===== config.mk =====
export PLATFORM = sky130hd
export DESIGN_NAME = controle_io
export DESIGN_NICKNAME = d
export VERILOG_FILES = /design/src/rtl/controle_io.sv
export SDC_FILE = /design/constraint.sdc
export NUM_CORES = 1
export LEC_CHECK = 0
export ABC_AREA = 0
export ABC_CLOCK_PERIOD_IN_PS = 2300
export BUFFER_PORTS_ARGS = -buffer_cell sky130_fd_sc_hd__buf_2
export CAP_MARGIN = 20
export CORE_MARGIN = 4
export CORE_UTILIZATION = 26
export CTS_CLUSTER_SIZE = 20
export DETAILED_ROUTE_END_ITERATION = 12
export MAX_ROUTING_LAYER = met4
export PLACE_DENSITY = 0.57
export SYNTH_ARGS = -nofsm -noshare
export SYNTH_HDL_FRONTEND = slang
export SYNTH_SLANG_ARGS = --single-unit

===== constraint.sdc =====
create_clock -name clock -period 2.3 [get_ports clock]
set_input_delay 0.115 -clock clock [delete_from_list [all_inputs] [get_ports clock]]
set_output_delay 0.115 -clock clock [all_outputs]
set_load 0.02 [all_outputs]

===== src/rtl/controle_io.sv =====
// controle_io: handshake controller for the IN/OUT/HALT instructions.
// It debounces the confirm pushbutton, and each debounced press releases exactly
// one stalled I/O instruction.
//
// Ports:
//   clock, reset  : system clock and synchronous active-high reset
//   stop, in, out : stall, IN-pending and OUT-pending requests from the control unit
//   botao         : raw asynchronous confirm pushbutton (active-high)
//   chaves        : raw switch value, zero-extended into entrada on IN
//   dado_reg      : register value shown on OUT, latched into saida
//   sinal         : one-cycle completion pulse back to the control unit
//   entrada       : switch sample captured for IN
//   saida         : last value written by OUT
//   aguardando    : waiting for a user press
//   parado        : processor halted; only reset clears it
module controle_io #(
  parameter int LARGURA_CHAVES  = 16,
  parameter int DEBOUNCE_CICLOS = 500000
) (
  input  logic                      clock,
  input  logic                      reset,
  input  logic                      stop,
  input  logic                      in,
  input  logic                      out,
  input  logic                      botao,
  input  logic [LARGURA_CHAVES-1:0] chaves,
  input  logic [31:0]               dado_reg,
  output logic                      sinal,
  output logic [31:0]               entrada,
  output logic [31:0]               saida,
  output logic                      aguardando,
  output logic                      parado
);

  localparam int         CW      = $clog2(DEBOUNCE_CICLOS);
  localparam logic [CW-1:0] CNT_MAX = CW'(DEBOUNCE_CICLOS - 1);

  typedef enum logic [1:0] {OCIOSO, ESPERA, PULSO, SOLTA} estado_t;

  estado_t                   estado, estado_prox;
  logic                      botao_s1, botao_s2;
  logic [LARGURA_CHAVES-1:0] chaves_s1, chaves_s2;
  logic [CW-1:0]             cnt;
  logic                      deb, deb_q;
  logic                      press;
  logic                      op_in;

  // Synchronizers and debounce. The counter only advances while the synchronized
  // level disagrees with the accepted level. Any agreement restarts the count.
  always_ff @(posedge clock) begin
    if (reset) begin
      botao_s1  <= 1'b0;
      botao_s2  <= 1'b0;
      chaves_s1 <= '0;
      chaves_s2 <= '0;
      cnt       <= '0;
      deb       <= 1'b0;
      deb_q     <= 1'b0;
    end else begin
      botao_s1  <= botao;
      botao_s2  <= botao_s1;
      chaves_s1 <= chaves;
      chaves_s2 <= chaves_s1;
      deb_q     <= deb;
      if (botao_s2 != deb) begin
        if (cnt == CNT_MAX) begin
          deb <= ~deb;
          cnt <= '0;
        end else begin
          cnt <= cnt + 1'b1;
        end
      end else begin
        cnt <= '0;
      end
    end
  end

  // A button that is already held when ESPERA is entered produces no edge here.
  // The user must therefore release the button and press it again.
  assign press = deb & ~deb_q;

  always_comb begin
    estado_prox = estado;
    case (estado)
      OCIOSO: if (!parado && stop && (in || out)) estado_prox = ESPERA;
      ESPERA: begin
        if (!stop)      estado_prox = OCIOSO;
        else if (press) estado_prox = PULSO;
      end
      PULSO:  estado_prox = SOLTA;
      // Hold here until the button is released, so a long press completes only once.
      SOLTA:  if (!deb) estado_prox = OCIOSO;
      default: estado_prox = OCIOSO;
    endcase
  end

  always_ff @(posedge clock) begin
    if (reset) begin
      estado  <= OCIOSO;
      op_in   <= 1'b0;
      entrada <= '0;
      saida   <= '0;
      parado  <= 1'b0;
    end else begin
      estado <= estado_prox;
      // When both in and out are high, in has priority.
      if (estado == OCIOSO && estado_prox == ESPERA) op_in <= in;
      if (estado == ESPERA && estado_prox == PULSO && op_in) entrada <= 32'(chaves_s2);
      if (estado == PULSO && !op_in) saida <= dado_reg;
      // A halt is sticky. It also blocks OCIOSO from starting new I/O until reset.
      if (estado == OCIOSO && stop && !in && !out) parado <= 1'b1;
    end
  end

  assign sinal      = (estado == PULSO);
  assign aguardando = (estado == ESPERA);

endmodule

==> results of run 1 <==
==> area by class of cell <==
class	count	area share, %
repair buffers	138	16.8
clock inverters	6	0.959
diodes	1	0.0492
well taps	184	4.53
clock buffers	10	4.70
inverters	5	0.369
flip-flops and latches	107	42.1
multi-input cells	299	30.5
==> critical path, delay by kind of cell (launching register included) <==
kind            cells  cell delay, ps
buf+inv             1             160
simple gates        2            1080
flops               1             350
compound gates      2             210
==> layout by cell type, fill, tap and decap left out, types with 3 or more instances in the layout <==
| cell | instances |
|---|---|
| a21oi_1 | 51 |
| buf_2 | 104 |
| buf_4 | 6 |
| clkbuf_16 | 9 |
| clkinv_4 | 3 |
| conb_1 | 16 |
| dfxtp_1 | 107 |
| dlygate4sd3_1 | 27 |
| inv_1 | 5 |
| nand2_1 | 105 |
| nand3_1 | 8 |
| nand4_1 | 4 |
| nor2_1 | 26 |
| nor2b_1 | 38 |
| nor3_1 | 4 |
| nor4_1 | 5 |
| xnor2_1 | 13 |
| xor2_1 | 3 |
==> worst max-delay path by stage <==
stage                             from                  to  slack (ps)
floorplan           cnt[12]$_SDFF_PP0_   cnt[5]$_SDFF_PP0_         380
CTS                 cnt[12]$_SDFF_PP0_  cnt[17]$_SDFF_PP0_         370
detailed placement  cnt[12]$_SDFF_PP0_  cnt[17]$_SDFF_PP0_         380
global route        cnt[13]$_SDFF_PP0_  cnt[17]$_SDFF_PP0_         310
global placement    cnt[12]$_SDFF_PP0_  cnt[17]$_SDFF_PP0_         390
finish              cnt[12]$_SDFF_PP0_  cnt[17]$_SDFF_PP0_         370
==> per-stage QoR <==
stage | instance area, um^2 | cells | hold slack [ps] | util [%] | setup slack (ps)
floorplan | 3940 | 450 | 243 | - | 377
global placement | 4530 | 706 | 325 | 31.0 | 389
detailed placement | 4530 | 706 | 327 | 31.0 | 375
CTS | 5070 | 748 | 0.321 | 34.8 | 372
global route | 5090 | 750 | 7.07 | 34.9 | 313
finish | 5090 | 750 | 15.0 | 34.9 | 375
==> cell families after synthesis <==
| kind of cell | count (synthesis) | synth area share, % |
|---|---|---|
| other cells | 1 | 0.0966 |
| flops | 107 | 55.2 |
| compound gates | 61 | 8.77 |
| simple gates | 204 | 25.3 |
| mux | 1 | 0.290 |
| fa+ha+maj | 1 | 0.322 |
| buf+inv | 44 | 6.45 |
| xor+xnor | 16 | 3.61 |
==> sequential cells by signal, summed over array words and instances, names as in the netlist <==
signal     count
entrada       16
botao_s2       1
deb            1
deb_q          1
chaves_s2     16
saida         32
op_in          1
estado         2
parado         1
botao_s1       1
chaves_s1     16
cnt           19
==> what timing repair did <==
item	CTS	global route
hold buffers	26	1
endpoints found under the hold margin	26	1
setup endpoints to repair	0	0
==> layer usage <==
| layer | share of wire (%) | global-route usage, % | vias up |
|---|---|---|---|
| met5 | 0 | - | - |
| met4 | 2.5 | 6.11 | 0 |
| met3 | 7.5 | 3.11 | 16 |
| met2 | 45 | 16.9 | 100 |
| met1 | 45 | 12.5 | 1391 |
| li1 | - | - | 1636 |
==> where the power goes <==
group | switching, mW | total, mW | internal (mW)
combinational | 0.139 | 0.254 | 0.115
sequential | 0.0210 | 1.92 | 1.90
clock | 0.691 | 1.47 | 0.776
==> impl_metrics.tcl, run 1 <==
set metrics [dict create \
    status "finished, final reports clean" \
    ys_types 40 \
    num-nets-final 615 \
    critPathKind "reg2reg" \
    fin_skew_ps 3.38 \
    wl_per_cell_um 11.9 \
    postRouteAntennaNets 0 \
    fillers 1488 \
    drive_above_1_share_pct 24.1 \
    dieArea_um2 17000 \
    min_to "chaves_s1[8]$_SDFF_PP0_" \
    crit_arrival_ps 2150 \
    crit_path_max_incr_delay_ps 550 \
    multi_input_area_um2 1550 \
    grt_pass1_wl_mm 14.1 \
    cts_setup_buffers 0 \
    hold-path-cell-count 2 \
    syn2layout_area_growth_pct 31.0 \
    grt_max_degree 72 \
    grt_use_total_pct 10.9 \
    fin_setup_tns_ps 0 \
    p_total_mw 3.64 \
    numClockSinks 107 \
    rr_endpoint "cnt[17]$_SDFF_PP0_" \
    async_reset_ff_share_pct 0 \
    hpwl_mm 6.16 \
    io_pins 121 \
    ys_seq_elements 107 \
    start_kind "flip-flop" \
    powerDensity_nw_per_um2 716 \
    path_clk_slew_ps 70 \
    synth_top_area_cell "dfxtp_1" \
    grt_overflow 0 \
    synth_common_cells "dfxtp_1, nand2_1, a21oi_1" \
    cts_resized 0 \
    ys.flop_type "dfxtp_1" \
    first_iter_violations 134 \
    routed_wl_mm 8.94 \
    max_cap_viol_count 0 \
    finalCritPeriodShare_pct 83.7 \
    setup_viol 0 \
    tritoncts "done" \
    cp-end-kind "flip-flop" \
    drtPass1Iterations 4 \
    rsz0062_at_grt "false" \
    leakage_nw 2.01 \
    htreeDepth 3 \
    viasPerCell 4.19 \
    max_clock_freq_mhz 519 \
    finalCriticalPeriod_ps 1930 \
    fp.dieW_um 130 \
    port_buffers 104 \
    netlist_area_um2 3880 \
    clkLatencyLatePin_ps 340 \
    place_congestion 0.790 \
    peakVddDrop_v 0.000414 \
    worstPathCellList "or4b_1 -> or4_4 -> o21ai_4 -> buf_12 -> a21oi_1" \
    seq_area_um2 2140 \
    reg2reg_setup_slack_ps 370 \
    ys_seq_area_share_pct 55.2 \
    drc_errors 0 \
    r2r_start "cnt[12]$_SDFF_PP0_" \
    slew-limit-headroom_pct 52.5 \
    cts_buffers 9 \
    synth.avg_cell_area_um2 8.93 \
    critPathSlowestCell "or4_4" \
    synth-edff-count 0 \
    worst_pin_slew_ps 713 \
    grt_pass1_vias 2978 \
    yosysTopAreaCellShare_pct 55.2 \
    worstPathMaxFanout 19 \
    hold_start "chaves[8]" \
    syn_inst 435 \
    dr_total_vias 3143 \
    min_path_type "in2reg" \
    fp-row-count 44 \
    r2r_cells 5 \
    yosys_warnings 0 \
    synth.most_common_cell "dfxtp_1" \
    hold_violations 0 \
    cts_root_buffer "clkbuf_16" \
    synthTopCellsByArea "dfxtp_1, nand2_1, a21oi_1" \
    start_util_pct 26.6 \
    clk_path_buf_depth 2 \
    required_ps 2520 \
    die_h_um 130 \
    core-area_um2 14600 \
    antenna_found_initial 1 \
    slew_viol_final 0 \
]
Note: power is estimated with default switching activity, not from simulation.
==> run 2: changes to the inputs <==
--- a/config.mk
+++ b/config.mk
@@ -5,8 +5,8 @@
 export SDC_FILE = /design/constraint.sdc
 export NUM_CORES = 1
 export LEC_CHECK = 0
-export ABC_AREA = 0
-export ABC_CLOCK_PERIOD_IN_PS = 2300
+export ABC_AREA = 1
+export ABC_CLOCK_PERIOD_IN_PS = 1900
 export BUFFER_PORTS_ARGS = -buffer_cell sky130_fd_sc_hd__buf_2
 export CAP_MARGIN = 20
 export CORE_MARGIN = 4
==> constraint.sdc (replaced) <==
create_clock -name clock -period 1.9 [get_ports clock]
set_input_delay 0.095 -clock clock [delete_from_list [all_inputs] [get_ports clock]]
set_output_delay 0.095 -clock clock [all_outputs]
set_load 0.02 [all_outputs]
==> run 2 against run 1 <==
Compared with the run above: die area rose by 4.7%; combinational power decreased by 13%; total power rose by 24%.
==> impl_metrics.tcl, run 2 <==
set metrics [dict create \
    required_ps 2140 \
    status "finished, final reports clean" \
    crit_path_max_incr_delay_ps 360 \
    postRouteAntennaNets 0 \
    cts_root_buffer "clkbuf_16" \
    path_clk_slew_ps 70 \
    cts_hold_buf 17 \
    place_congestion 0.835 \
    peakVddDrop_v 0.000399 \
    die_h_um 133 \
    start_kind "flip-flop" \
    fin_skew_ps 7.36 \
    top_register "saida" \
    combPwrFrac_pct 4.9 \
    max_clock_freq_mhz 628 \
    finalCriticalPeriod_ps 1590 \
    critPathSlowestCell "dfxtp_1" \
    cp-end-kind "flip-flop" \
    clkLatencyLatePin_ps 340 \
    cts_resized 0 \
    synth.most_common_cell "nor2_1" \
    mostFrequentLayoutCells "nor2_1, dfxtp_1, buf_2" \
    wl_per_cell_um 11.1 \
    port_buffers 104 \
    numClockSinks 107 \
    p_total_mw 4.52 \
    antenna_found_initial 0 \
    grt_use_met2_pct 16.7 \
    grt_max_degree 70 \
    min_path_type "in2reg" \
    yosys_warnings 0 \
    internal-power_mw 3.53 \
    drc_errors 0 \
    worstPathCellList "ha_1 -> inv_1 -> nor2_2 -> nand3_1 -> nand2_2 -> buf_4 -> nor2_1" \
    cts_setup_buffers 0 \
    fin_area_um2 5250 \
    diodes 0 \
    cts_buffers 9 \
    worstPathMaxFanout 10 \
    hold_violations 0 \
    fin_cells 868 \
    powerDensity_nw_per_um2 861 \
    async_reset_ff_share_pct 0 \
    rr_endpoint "cnt[10]$_SDFF_PP0_" \
    rsz0062_at_grt "false" \
    sw_frac_of_total_pct 21.8 \
    max_cap_viol_count 0 \
    grt_pass1_vias 3089 \
    fp.dieW_um 133 \
    synthTopCellsByArea "dfxtp_1, nor2_1, nand2_1" \
    num-nets-final 707 \
    hold_slack_ps 15.6 \
    grt_overflow 0 \
    drive_above_1_share_pct 21.2 \
    dp_cells 835 \
    grt_pass1_wl_mm 15.7 \
    clk_path_buf_depth 2 \
    seqPwrFrac_pct 50.7 \
    slew-limit-headroom_pct 52.3 \
    worst_pin_slew_ps 716 \
    routed_wl_mm 9.60 \
    tritoncts "done" \
    grt_use_total_pct 11.1 \
    start_util_pct 26.7 \
    reg_top3 "saida x32, cnt x19" \
    syn_inst 535 \
    dp_slack_ps 301 \
    final_util_pct 34.4 \
    synth_common_cells "nor2_1, dfxtp_1, nand2_1" \
    drtPass1Iterations 4 \
    fp-row-count 45 \
    reg2reg_setup_slack_ps 310 \
    cp-endpoint "cnt[10]$_SDFF_PP0_" \
    slew_viol_final 0 \
    ys.flop_type "dfxtp_1" \
    mostFrequentLayoutCell "nor2_1" \
    first_iter_violations 183 \
    io_pins 121 \
    leakage_nw 2.35 \
    syn2layout_area_growth_pct 28.6 \
    ys_types 30 \
    pwr-share-clk_pct 44.4 \
    use_met1_pct 14.6 \
    setup_viol 0 \
    viasPerCell 3.98 \
    core-area_um2 15300 \
    synth-edff-count 0 \
    place_area_um2 4750 \
    hpwl_mm 6.73 \
    synth.avg_cell_area_um2 7.62 \
    yosysTopAreaCellShare_pct 52.5 \
    ys_seq_area_share_pct 52.5 \
    r2r_cells 7 \
    worst_slack_ps 308 \
    critPathKind "reg2reg" \
    crit_arrival_ps 1830 \
    dr_total_vias 3454 \
    netlist_area_um2 4080 \
    synth_top_area_cell "dfxtp_1" \
    largest_reg_flops 32 \
    ys_seq_elements 107 \
    fin_setup_tns_ps 0 \
    fillers 1645 \
    grt_use_met3_pct 2.49 \
    finalCritPeriodShare_pct 83.8 \
    r2r_start "cnt[0]$_SDFF_PP0_" \
    htreeDepth 3 \
    dieArea_um2 17800 \
    top_usage_layer "met2" \
    p_switching_mw 0.985 \
    startpoint "cnt[0]$_SDFF_PP0_" \
]
-- run 2: cell types whose count changed after synthesis, sizes merged, moves of 9 or more --
cell | before | now
nor2b | 39 | 0
o21ai | 2 | 21
buf | 19 | 28
xnor2 | 13 | 4
inv | 5 | 64
nand3 | 8 | 44
nor2 | 26 | 113
nand2 | 105 | 82
clkbuf | 20 | 10
-- run 2: routing by layer --
layer	routed length, um	vias up
li1	-	1868
met1	4460	1499
met2	4590	72
met3	327	15
met4	225	0
met5	0	-
-- run 2: logic make-up after synthesis --
kind of cell / after synthesis / share of synthesized area [%]
XOR/XNOR: 7 / 1.50
other: 1 / 0.0919
flip-flops: 107 / 52.5
AND/OR/NAND/NOR: 250 / 25.9
buffers and inverters: 103 / 11.6
AO/OA/AOI/OAI: 66 / 8.13
adder cells (fa/ha/maj): 1 / 0.307
-- run 2: how the worst min path moves through the flow --
stage,startpoint,end,cells after the start
global placement,chaves[1],chaves_s1[1]$_SDFF_PP0_,3
global route,dado_reg[30],saida[30]$_SDFFE_PP0P_,3
detailed placement,chaves[7],chaves_s1[7]$_SDFF_PP0_,3
CTS,dado_reg[24],saida[24]$_SDFFE_PP0P_,3
floorplan,botao,botao_s1$_SDFF_PP0_,2
finish,dado_reg[24],saida[24]$_SDFFE_PP0P_,3
-- run 2: final cells by class --
cell class,instances,area [um^2],share of cell area (%)
Timing Repair Buffer,129,751,14.3
Inverter,65,244,4.65
Multi-Input combinational cell,340,1520,29.0
Clock buffer,9,225,4.29
Tap cell,211,264,5.03
Sequential cell,107,2140,40.8
Clock inverter,7,98.8,1.88
-- run 2: power by group through the flow --
stage	combinational (mW)	clock [mW]	sequential, mW
3_5_place_dp	0.196	0	2.34
2_1_floorplan	0.140	0	2.34
6_report	0.220	2.01	2.29
3_3_place_gp	0.195	0	2.34
5_1_grt	0.247	2.17	2.29
4_1_cts	0.222	2.06	2.29
-- run 2: critical path: cells and delay by family, from the launching register on --
family        cells  cell delay, ps
simple gates      4             590
flops             1             360
buf+inv           2             280
fa+ha+maj         1             270
==> run 3: changes to the inputs <==
--- a/config.mk
+++ b/config.mk
@@ -6,7 +6,7 @@
 export NUM_CORES = 1
 export LEC_CHECK = 0
 export ABC_AREA = 1
-export ABC_CLOCK_PERIOD_IN_PS = 1900
+export ABC_CLOCK_PERIOD_IN_PS = 1300
 export BUFFER_PORTS_ARGS = -buffer_cell sky130_fd_sc_hd__buf_2
 export CAP_MARGIN = 20
 export CORE_MARGIN = 4
@@ -14,7 +14,7 @@
 export CTS_CLUSTER_SIZE = 20
 export DETAILED_ROUTE_END_ITERATION = 12
 export MAX_ROUTING_LAYER = met4
-export PLACE_DENSITY = 0.57
+export PLACE_DENSITY = 0.59
 export SYNTH_ARGS = -nofsm -noshare
 export SYNTH_HDL_FRONTEND = slang
 export SYNTH_SLANG_ARGS = --single-unit
==> constraint.sdc (replaced) <==
create_clock -name clock -period 1.3 [get_ports clock]
set_input_delay 0.065 -clock clock [delete_from_list [all_inputs] [get_ports clock]]
set_output_delay 0.065 -clock clock [all_outputs]
set_load 0.02 [all_outputs]
==> run 3 against run 2 <==
Compared with the run above: core utilization increased by 6.2 points; total power up 47%; non-clock buffer count up 68; register-to-register slack worse by 280 ps; worst setup slack got worse by 280 ps; clock skew about the same; flip-flop and latch count stayed put; global-route usage rose by 1.3 points; critical path depth increased by 1; worst hold slack better by 30 ps; first-iteration DRC count decreased by 25%; largest power group unchanged.
==> impl_metrics.tcl, run 3 (synthesis gave the netlist of run 2 again) <==
set metrics [dict create \
    status "finished, final reports clean" \
    drc_errors 0 \
    fin_setup_tns_ps 0 \
    worstPathCellList "inv_2 -> nor2_2 -> nand2_1 -> nor2_1 -> nand3_2 -> nand2_4 -> clkbuf_16 -> nor2_2" \
    cts_root_buffer "clkbuf_16" \
    cts_buffers 9 \
    syn2layout_area_growth_pct 51.7 \
    fin_area_um2 6190 \
    grt_overflow 0 \
    first_iter_violations 138 \
    fin_cells 936 \
    mostFrequentLayoutCells "buf_2, dfxtp_1, nor2_1" \
    hold-path-cell-count 4 \
    num-nets-final 775 \
    dr_total_vias 3810 \
    largest_reg_flops 32 \
    hpwl_mm 7.04 \
    start_kind "flip-flop" \
    required_ps 1540 \
    finalCriticalPeriod_ps 1270 \
    reg2reg_setup_slack_ps 30 \
    critPathSlowestCell "dfxtp_4" \
    clk_path_buf_depth 2 \
    io_pins 121 \
    dp_cells 860 \
    crit_path_max_incr_delay_ps 380 \
    max_clock_freq_mhz 787 \
    worstPathMaxFanout 5 \
    grt_use_total_pct 12.4 \
    wl_per_cell_um 11.6 \
    fin_skew_ps 7.36 \
    rsz0062_at_grt "true" \
    fp.dieW_um 133 \
    powerDensity_nw_per_um2 1080 \
    antenna_found_initial 0 \
    tritoncts "done" \
    max_cap_viol_count 0 \
    finalCritPeriodShare_pct 97.7 \
    place_congestion 0.831 \
    final_util_pct 40.5 \
    top_register "saida" \
    hold_violations 0 \
    grt_pass1_vias 3528 \
    mostFrequentLayoutCell "buf_2" \
    leakage_nw 2.73 \
    grt_max_degree 70 \
    core-area_um2 15300 \
    crit_arrival_ps 1510 \
    r2r_cells 8 \
    peakVddDrop_v 0.000627 \
    routed_wl_mm 10.9 \
    reg_top3 "saida x32, cnt x19" \
    drive_above_1_share_pct 31.7 \
    r2r_start "cnt[4]$_SDFF_PP0_" \
    fillers 1541 \
    hold_start "in" \
    htreeDepth 3 \
    die_h_um 133 \
    critPathKind "reg2reg" \
    rr_endpoint "cnt[1]$_SDFF_PP0_" \
    path_clk_slew_ps 80 \
    postRouteAntennaNets 0 \
    clkLatencyLatePin_ps 350 \
    min_path_type "in2reg" \
    min_to "parado$_SDFFE_PP0P_" \
    slew_viol_final 0 \
    port_buffers 104 \
    crit_top_cell "nor2_2" \
    dieArea_um2 17800 \
    fp-row-count 45 \
    drtPass1Iterations 4 \
    viasPerCell 4.07 \
    start_util_pct 26.7 \
    setup_viol 0 \
    diodes 0 \
    numClockSinks 107 \
    grt_pass1_wl_mm 17.4 \
    cp-end-kind "flip-flop" \
    place_area_um2 5010 \
]
## run 3: cell count changes in the layout (fill, tap and decap cells not counted), sizes merged
| cell | before | now |
|---|---|---|
| bufinv | 2 | 1 |
| clkinv | 3 | 1 |
| buf | 112 | 145 |
| inv | 66 | 68 |
| dlygate4sd3 | 17 | 50 |
| clkbuf | 9 | 12 |
## run 3: layout make-up
class | instances | area, um^2 | share of cell area [%]
Tap cell | 211 | 264 | 4.27
Timing Repair Buffer | 197 | 1500 | 24.2
Sequential cell | 107 | 2170 | 35.0
Clock buffer | 10 | 239 | 3.86
Inverter | 65 | 251 | 4.06
Multi-Input combinational cell | 340 | 1690 | 27.3
Clock inverter | 6 | 80.1 | 1.29
## run 3: layer usage
layer	GRT usage [%]	routed length [um]
met1	14.7	4670
met2	19.8	5350
met3	2.76	426
met4	6.51	427
met5	-	0
## run 3: critical path, delay by kind of cell (launching register included)
family	cells	cell delay [ps]
simple gates	6	590
flops	1	380
buf+inv	2	200
## run 3: metrics by stage
step / hold slack, ps / setup slack (ps) / power, mW
2_1_floorplan: 172 / 9.50 / 3.63
3_3_place_gp: 266 / -34.1 / 3.73
3_5_place_dp: 270 / -71.0 / 3.73
4_1_cts: 25.7 / 8.65 / 6.73
5_1_grt: 103 / -49.5 / 6.93
6_report: 45.7 / 30.0 / 6.65
## run 3: worst max path at each step
stage	from	endpoint	slack, ps	cells past startpoint
2_1_floorplan	estado[0]$_SDFF_PP0_	entrada[10]$_SDFFE_PP0P_	10	8
3_3_place_gp	cnt[1]$_SDFF_PP0_	cnt[12]$_SDFF_PP0_	-30	7
3_5_place_dp	cnt[1]$_SDFF_PP0_	cnt[13]$_SDFF_PP0_	-70	7
4_1_cts	estado[1]$_SDFF_PP0_	sinal	9	5
5_1_grt	cnt[4]$_SDFF_PP0_	cnt[3]$_SDFF_PP0_	-50	8
6_report	cnt[4]$_SDFF_PP0_	cnt[1]$_SDFF_PP0_	30	8
## run 3: report_power, final
group          leakage (nW)  total, mW  internal [mW]  switching (mW)
registers             0.877       3.34           3.33          0.0178
logic                  1.69      0.440          0.219           0.220
clock network         0.155       2.87           1.59            1.28
## run 3: what timing repair did
item,CTS,global route
resized for setup,11,74
endpoints found under the hold margin,50,0
setup buffers,4,3
gates cloned,1,2
endpoints found under the setup margin,21,54
pin swaps,4,22
hold buffers,50,0
